## config.mk

```make
export PLATFORM = sky130hd
export DESIGN_NAME = block_word_buffer_flat
export DESIGN_NICKNAME = d
export VERILOG_FILES = /design/src/rtl/block_word_buffer_if.sv /design/src/rtl/block_word_buffer.sv /design/src/flat_wrapper.sv
export SDC_FILE = /design/constraint.sdc
export NUM_CORES = 1
export LEC_CHECK = 0
export CORE_AREA = 2 2 217 219
export DETAILED_ROUTE_END_ITERATION = 8
export DIE_AREA = 0 0 219 221
export PLACE_DENSITY = 0.66
export SYNTH_ARGS = -nofsm -noshare
export SYNTH_HDL_FRONTEND = slang
export SYNTH_SLANG_ARGS = --single-unit
```

## constraint.sdc

```tcl
create_clock -name CLK -period 3.26 [get_ports CLK]
set_clock_uncertainty 0.1 [all_clocks]
set_input_delay 0.652 -clock CLK [delete_from_list [all_inputs] [get_ports CLK]]
set_output_delay 0.652 -clock CLK [all_outputs]
set_load 0.03 [all_outputs]
```

## src/rtl/block_word_buffer_if.sv

```systemverilog
// block_word_buffer_if: word-in / block-out handshake bundle for block_word_buffer
interface block_word_buffer_if #(
    parameter int WIDTH = 32,
    parameter int DEPTH = 16
);
    localparam int CNT_W = $clog2(DEPTH + 1);
    logic                   in_valid;
    logic [WIDTH-1:0]       in_data;
    logic                   in_last;
    logic                   in_ready;
    logic                   blk_valid;
    logic [WIDTH*DEPTH-1:0] blk_data;
    logic [CNT_W-1:0]       blk_cnt;
    logic                   blk_ready;
    modport master (
        output in_valid, in_data, in_last, blk_ready,
        input  in_ready, blk_valid, blk_data, blk_cnt
    );
    modport slave (
        input  in_valid, in_data, in_last, blk_ready,
        output in_ready, blk_valid, blk_data, blk_cnt
    );
endinterface

```

## src/rtl/block_word_buffer.sv

```systemverilog
// block_word_buffer: collects DEPTH words into one zero-filled block with early close
module block_word_buffer #(
    parameter int WIDTH     = 32,
    parameter int DEPTH     = 16,
    parameter bit MSB_FIRST = 1'b1
) (
    input logic CLK,
    input logic RST,
    input logic clear,
    block_word_buffer_if.slave bus
);
    localparam int CNT_W = $clog2(DEPTH + 1);
    localparam int BW    = WIDTH * DEPTH;
    typedef enum logic {FILL, FULL} state_t;
    state_t           state_q, state_n;
    logic [CNT_W-1:0] idx_q, idx_n, cnt_q, cnt_n, widx;
    logic [BW-1:0]    data_q, data_n;
    logic             acc, rel, close;
    int               off;
    assign bus.in_ready  = !RST && (state_q == FILL || bus.blk_ready);
    assign bus.blk_valid = state_q == FULL;
    assign bus.blk_data  = data_q;
    assign bus.blk_cnt   = cnt_q;
    assign rel   = state_q == FULL && bus.blk_ready;
    assign acc   = bus.in_valid && bus.in_ready;
    // a word arriving on release becomes slot 0 of the next block
    assign widx  = rel ? '0 : idx_q;
    assign close = widx == CNT_W'(DEPTH - 1) || bus.in_last;
    assign off   = MSB_FIRST ? WIDTH * (DEPTH - 1 - int'(widx)) : WIDTH * int'(widx);
    // unwritten slots are already zero, so OR-ing the new word in is enough
    always_comb begin
        state_n = state_q;
        idx_n   = idx_q;
        cnt_n   = cnt_q;
        data_n  = rel ? '0 : data_q;
        if (acc) begin
            data_n  = data_n | (BW'(bus.in_data) << off);
            state_n = close ? FULL : FILL;
            idx_n   = close ? '0 : widx + CNT_W'(1);
            cnt_n   = close ? widx + CNT_W'(1) : '0;
        end else if (rel) begin
            state_n = FILL;
            idx_n   = '0;
            cnt_n   = '0;
        end
    end
    always_ff @(posedge CLK) begin
        if (RST || clear) begin
            state_q <= FILL;
            idx_q   <= '0;
            cnt_q   <= '0;
            data_q  <= '0;
        end else begin
            state_q <= state_n;
            idx_q   <= idx_n;
            cnt_q   <= cnt_n;
            data_q  <= data_n;
        end
    end
endmodule

```

## src/flat_wrapper.sv

```systemverilog
// flat-port wrapper written by rule: the top's interface ports become plain ports
module block_word_buffer_flat 
#(
    parameter int WIDTH     = 32,
    parameter int DEPTH     = 16,
    parameter bit MSB_FIRST = 1'b1
)
  (CLK, RST, clear, bus_in_valid, bus_in_data, bus_in_last, bus_blk_ready, bus_in_ready, bus_blk_valid, bus_blk_data, bus_blk_cnt);
  block_word_buffer_if #(.WIDTH(WIDTH), .DEPTH(DEPTH)) bus_i ();
  input logic CLK;
  input logic RST;
  input logic clear;
  input wire logic [$bits(bus_i.in_valid)-1:0] bus_in_valid;
  input wire logic [$bits(bus_i.in_data)-1:0] bus_in_data;
  input wire logic [$bits(bus_i.in_last)-1:0] bus_in_last;
  input wire logic [$bits(bus_i.blk_ready)-1:0] bus_blk_ready;
  output wire logic [$bits(bus_i.in_ready)-1:0] bus_in_ready;
  output wire logic [$bits(bus_i.blk_valid)-1:0] bus_blk_valid;
  output wire logic [$bits(bus_i.blk_data)-1:0] bus_blk_data;
  output wire logic [$bits(bus_i.blk_cnt)-1:0] bus_blk_cnt;
  assign bus_i.in_valid = bus_in_valid;
  assign bus_i.in_data = bus_in_data;
  assign bus_i.in_last = bus_in_last;
  assign bus_i.blk_ready = bus_blk_ready;
  assign bus_in_ready = bus_i.in_ready;
  assign bus_blk_valid = bus_i.blk_valid;
  assign bus_blk_data = bus_i.blk_data;
  assign bus_blk_cnt = bus_i.blk_cnt;
  block_word_buffer #(.WIDTH(WIDTH), .DEPTH(DEPTH), .MSB_FIRST(MSB_FIRST)) u_core (.CLK(CLK), .RST(RST), .clear(clear), .bus(bus_i));
endmodule
```

Word level (Yosys, flattened, before mapping):

Index checks and enable logic that the tools add are counted.

* register bits after elaboration: 523
* latch bits: 0
* RAM bits: 0
* ROM bits: 0
* input bits: 38
* output and inout port bits: 519
* logic and storage cells: 29
* memories kept: 0

* add/sub/neg operators: 2
* multiply operators: 0
* div/mod/pow operators: 0
* $lt $le $gt $ge: 0
* eq/ne operators: 1
* shift-type cells: 1
* mux-type cells: 11
* bitwise gates (word level): 2
* reduce and logical (&&, ||, !) cells: 8

Operators by type and width (number)
* $mux 512: 2
* $or 512x512->512: 1
* $shl 32x32->512: 1
* $mux 5: 6
* $sub 4x5->6 const A: 1
* $add 5x1->5 const B: 1
* $eq 5x4->1 const B: 1
* $logic_and 1x1->1: 3
* $logic_or 1x1->1: 3
* $mux 1: 3
* $reduce_bool 2->1: 1
* $logic_not 1->1: 1
* $not 1->1: 1

Longest topological paths before layout:

Gate-level depths: netlist of the first run.

* word-level depth: 6
* gate-level depth with buffers: 8
* depth with buffers taken out: 7

Worst setup path after synthesis of the first run:

No wires, ideal clock.

* path kind: register to register
* start point: register u_core.state_q, in the netlist u_core.bus.blk_valid
* end point: register u_core.cnt_q[0], in the netlist u_core.bus.blk_cnt[0]
* setup time: 0.128 ns
* arrival: 1.972 ns
* data required time: 3.032 ns
* path slack: 1.060 ns
* stages on the path, launching flop included: 9
* path buffers: 1
* clock period less this slack: 2.200 ns
* cell sequence: dfxtp_1 > buf_6 > nand2_1 > and2_1 > ha_1 > and4b_1 > a32o_1 > a22oi_1 > nor2_1

* longest elaborated chain between the ends: 6
* elaborated cells on any way between the ends: 12
* classes of those cells: 1 x add/sub; 1 x eq/ne; 3 x mux; 1 x bitwise; 6 x reduce/logical

Ends and longest elaborated chain
* from (decl): RTL line block_word_buffer.sv:15 `state_t state_q, state_n;`
* from (signal assigned): RTL line block_word_buffer.sv:54 `state_q <= state_n;`
* branches (longest 6 deep; another with $add 5x1->5)
* to (signal assigned): RTL line block_word_buffer.sv:56 `cnt_q <= cnt_n;`
* to (decl): RTL line block_word_buffer.sv:16 `logic [CNT_W-1:0] idx_q, idx_n, cnt_q, cnt_n, widx;`

Several ways; the timed one is not identified.
A chain may end at the register's enable or synchronous reset.

Worst setup path in the final report of the first run:

* start point: register u_core.state_q, in the netlist u_core.bus.blk_valid
* end point: output port bus_in_ready

* longest elaborated chain between the ends: 3

Ends and longest elaborated chain
* $not 1->1: RTL line block_word_buffer.sv:20 `assign bus.in_ready = !RST && (state_q == FILL || bus.blk_ready);`
* $logic_or 1x1->1: RTL line block_word_buffer.sv:20
* $logic_and 1x1->1: RTL line block_word_buffer.sv:20
* to (decl): RTL line flat_wrapper.sv:17 `output wire logic [$bits(bus_i.in_ready)-1:0] bus_in_ready;`

No other way between the ends.

==> flow_summary.yaml, run 1 <==
yosys:
  yosysTopAreaCell: "dfxtp_1"
  synth_edf_count: 0
  synth.top_cell.area_share: 0.627
  netlist_area_mm2: 0.0167
  synth_area_leaders: "dfxtp_1, nand2_1, o21ai_0, a32oi_1, o21ai_1"
  synthFlopType: "dfxtp_1"
  yosys-top-cells-count: "dfxtp_1, nand2_1, o21ai_0"
  synth_cell_type_count: 40
  ys_seq_elements: 523
  synthArstFlopShare: 0
  yosysWarnings: 0
  syn_inst: 1824
  syn_avg_cell_area_um2: 9.15
  ys_seq_area_frac: 0.627
  synth_nets: 1863
  yosysMostFrequentCell: "dfxtp_1"
min_path:
  hold_class: "reg2reg"
routing:
  vias: 15200
  wire_per_inst_um: 20.6
  ant_nets: 0
  totalWireLength_mm: 61.8
  vias_per_cell: 5.07
  drt_first_pass_iters: 7
  drc_errors: 0
  drtIter0Drc: 1138
layout:
  synthToLayoutAreaGrowth_pct: 48.1
  nets: 2386
  layout-drive-gt1-share: 0.0694
  post-route-util: 0.537
  n_antenna_cell: 0
  fill_cells: 4203
power:
  seqPwrFrac: 0.485
  total_power_mw: 13.2
  p_comb_frac: 0.032
  p_per_area_mw_per_mm2: 535
  p_sw_mw: 2.92
  p_leak_nw: 8.66
  intPower_mw: 10.3
  clock_power_share: 0.484
  peakVddDrop_v: 0.000436
  p_sw_frac: 0.221
global_route:
  first_global_vias: 14300
  grt_pass1_wl_mm: 91.7
  gr-total-overflow: 0
  grt_use_total: 0.247
  antenna_found_initial: 0
  grt_max_degree: 86
run:
  drv_cap: 0
timing:
  setup_viol: 0
  fin_crit_ns: 3.02
  slew_headroom: 0.608
  finalHoldViolations: 0
  worst_pin_slew_ns: 0.588
  tns_ns: 0
  max_freq_ghz: 0.331
  setup_slack_ns: 0.240
  period_share: 0.926
  drv_slew: 0
  rsz0062_at_grt: "no"
critical_path:
  cp-end-kind: "output pin"
  cp.required_ns: 2.51
  cp.arrival_ns: 2.27
  critPathMaxFanout: 12
  crit_type: "reg2out"
  startpoint_type: "flip-flop"
placed_design:
  port_buffers: 556
  hpwl_mm: 43.7
  place_ws_ns: 0.333
  gp_congestion: 0.885
clock_network:
  cts_buffer_depth: 3
  clock_latency_ns: 0.59
  clockRootBuffer: "clkbuf_16"
  cts_resized: 0
  cts_max_level: 2
  cts_made_buffers: 54
  tritoncts: "yes"
  cts.sinks: 523
  cts_hold_buffers: 0
  post_cts_buffers: 0
  path_clk_slew_ns: 0.06
die:
  die_w_um: 219
  io_pins: 557
  die-area_mm2: 0.0484
  rows: 79
  fp.coreArea_mm2: 0.0461
  start_util: 0.362
  die_y_um: 221
status:
  outcome: "completed"
power groups by stage:
stage	combinational (mW)	clock, mW	sequential, mW
4_1_cts	0.422	6.50	6.41
3_5_place_dp	0.420	0	6.55
2_1_floorplan	0.176	0	6.57
6_report	0.419	6.40	6.41
5_1_grt	0.448	6.78	6.41
3_3_place_gp	0.419	0	6.55
final timing paths:
path,startpoint,endpoint,slack [ns],cells after the start
worst max register to register,u_core.bus.blk_valid,u_core.bus.blk_cnt[0],0.87,7
worst min register to register,u_core.bus.blk_data[68],u_core.bus.blk_data[68],0.35,2
worst max-delay path,u_core.bus.blk_valid,bus_in_ready,0.24,3
worst min-delay path,u_core.bus.blk_data[68],u_core.bus.blk_data[68],0.35,2
logic make-up after synthesis:
kind of cell,after synthesis,synth area share
adders and majority gates,1,0.000750
AOI/OAI and AO/OA,530,0.180
and+or+nand+nor,637,0.153
buffers and inverters,130,0.0370
DFF,523,0.627
xor gates and xnor gates,3,0.00157
stage by stage:
step | std cells | hold WS [ns] | cell area [um2]
global placement | 2898 | 0.333 | 22900
floorplan | 1824 | 0.404 | 16700
detailed placement | 2898 | 0.341 | 22900
global route | 2999 | 0.368 | 24700
finish | 2999 | 0.349 | 24700
CTS | 2999 | 0.350 | 24700
sequential cells by signal, summed over array words and instances (netlist names):
| register | count |
|---|---|
| u_core.bus.blk_cnt | 5 |
| u_core.bus.blk_data | 512 |
| u_core.bus.blk_valid | 1 |
| u_core.idx_q | 5 |
cells in the final DEF (no fill, tap or decap), drive strengths merged:
master | netlist | layout
clkbuf | 78 | 78
clkinvlp | 0 | 2
nor2b | 2 | 2
nand2 | 521 | 521
a21oi | 7 | 7
nand4 | 2 | 2
or3 | 2 | 2
bufinv | 0 | 4
and4b | 1 | 1
a32o | 1 | 1
dfxtp | 523 | 523
and3 | 2 | 2
ha | 1 | 1
a22o | 3 | 3
o21bai | 1 | 1
a32oi | 64 | 64
nor4 | 3 | 3
o21ai | 447 | 447
clkinv | 0 | 14
buf | 48 | 37
nand2b | 3 | 3
nor3 | 2 | 2
nor3b | 2 | 2
nor2 | 79 | 79
and2 | 2 | 2
or3b | 1 | 1
inv | 4 | 7
clkdlybuf4s50 | 0 | 556
a21bo | 2 | 2
xnor2 | 3 | 3
a22oi | 5 | 5
or2 | 2 | 2
nand3 | 13 | 13
critical path, cell delays in order, from the launching register on:
cell and delay, ns:
dfxtp_1 0.66, nor2b_1 0.34, nor2_1 0.08, clkdlybuf4s50_1 0.60
area by class of cell:
type	count	area (um2)	share of cell area
clock inverters	23	234	0.00946
repair buffers	593	5980	0.242
flip-flops and latches	523	10500	0.423
multi-input cells	1171	5630	0.228
inverters	4	15.0	0.000607
well taps	607	759	0.0307
clock buffers	78	1640	0.0661
per-layer routing:
layer  vias up  global-route usage  wire [um]
li1       7206                   -          -
met1      7294               0.298      24600
met2       569               0.422      30500
met3       135              0.0546       4090
met4         0               0.102       2550
met5         -                   0          0
Power figures use the tool's default switching activity.
==> inputs of run 2 (changes only) <==
- CORE_AREA: 2 2 217 219 -> 2 2 214 216
- CTS_CLUSTER_SIZE: unset -> 8
- DIE_AREA: 0 0 219 221 -> 0 0 216 218
- PLACE_DENSITY: 0.66 -> 0.67
- clock period: 3.26 -> 3.2 ns (I/O delays scaled with it)
==> flow_summary.yaml, run 2 (synthesis results as in run 1) <==
critical_path:
  startpoint_type: "flip-flop"
  cp-end-kind: "output pin"
  rr_startpoint: "u_core.bus.blk_valid"
  cp.arrival_ns: 2.27
  crit_start: "u_core.bus.blk_valid"
  crit_type: "reg2out"
  critPathMaxFanout: 12
  cp.required_ns: 2.46
  ff2ff_path_depth: 7
  ff2ff_setup_slack_ns: 0.84
timing:
  max_freq_ghz: 0.332
  period_share: 0.940
  hold_ws_ns: 0.344
  slew_headroom: 0.551
  setup_slack_ns: 0.191
  fin_crit_ns: 3.01
  worst_pin_slew_ns: 0.673
  drv_slew: 0
  finalHoldViolations: 0
  tns_ns: 0
  setup_viol: 0
  rsz0062_at_grt: "no"
routing:
  wire_per_inst_um: 20.8
  met2_length_mm: 30.4
  totalWireLength_mm: 61.9
  drtIter0Drc: 1043
  wl_met1_mm: 24.3
  routed.top_layer: "met4"
  drc_errors: 0
  wl_met3_mm: 4.30
  vias_per_cell: 5.19
  vias: 15500
  drt_first_pass_iters: 6
  ant_nets: 0
min_path:
  hold_class: "reg2reg"
  min_path_cells: 2
  min_from: "u_core.bus.blk_data[438]"
layout:
  final_cell_mix: "clkdlybuf4s50_1, dfxtp_1, nand2_1"
  synthToLayoutAreaGrowth_pct: 49.1
  final_common_cell: "clkdlybuf4s50_1"
  post-route-util: 0.554
  largest_register_ffs: 512
  fill_cells: 4035
  nets: 2410
  layout-drive-gt1-share: 0.0673
  postLayoutCellArea_mm2: 0.0249
  instances_no_fill: 2980
placed_design:
  hpwl_mm: 43.0
  port_buffers: 556
  dp.cells: 2894
  gp_congestion: 0.891
  postPlaceCellArea_mm2: 0.0228
  place_ws_ns: 0.255
clock_network:
  cts_buffer_depth: 3
  clockRootBuffer: "clkbuf_16"
  cts_resized: 0
  cts.sinks: 523
  tritoncts: "yes"
  cts_made_buffers: 75
  post_cts_buffers: 0
  path_clk_slew_ns: 0.05
  cts_max_level: 3
  cts_hold_buffers: 0
  clock_latency_ns: 0.57
die:
  die-area_mm2: 0.0471
  die_y_um: 218
  start_util: 0.372
  fp.coreArea_mm2: 0.0449
  rows: 78
  die_w_um: 216
  io_pins: 557
status:
  outcome: "completed"
power:
  peakVddDrop_v: 0.000358
  total_power_mw: 14.0
  p_per_area_mw_per_mm2: 561
  p_leak_nw: 8.73
global_route:
  grt_use_total: 0.256
  first_global_vias: 15000
  grt_pass1_wl_mm: 92.1
  antenna_found_initial: 1
  grt_max_degree: 83
  gr-total-overflow: 0
run:
  drv_cap: 0
==> run 2: routing by layer <==
metal  GRT usage  up-vias
li1            -     7234
met1       0.297     7401
met2       0.436      659
met3      0.0609      160
met4       0.137        0
met5           0        -
==> run 2: worst max-delay path, stage by stage (launching register included) <==
cell and delay [ns]:
dfxtp_1 0.67, nor2b_1 0.35, nor2_1 0.08, clkdlybuf4s50_1 0.60
==> run 2: layout make-up <==
cell class | count | area [um2] | area share
Multi-Input combinational cell | 1171 | 5630 | 0.226
Antenna cell | 2 | 5.00 | 0.000201
Clock buffer | 79 | 1970 | 0.0790
Clock inverter | 5 | 62.6 | 0.00251
Tap cell | 600 | 751 | 0.0302
Sequential cell | 523 | 10500 | 0.421
Inverter | 4 | 15.0 | 0.000603
Timing Repair Buffer | 596 | 5980 | 0.240
==> run 2: path summary, 6_finish.rpt <==
kind | endpoint
max reg2reg | u_core.bus.blk_cnt[1]
max | bus_in_ready
min | u_core.bus.blk_data[438]
min reg2reg | u_core.bus.blk_data[438]
==> run 2: where the power goes <==
part / internal (mW) / total, mW / switching [mW]
registers: 6.54 / 6.55 / 0.00766
clock network: 4.29 / 6.98 / 2.68
logic: 0.104 / 0.426 / 0.322
total: 10.9 / 14.0 / 3.01
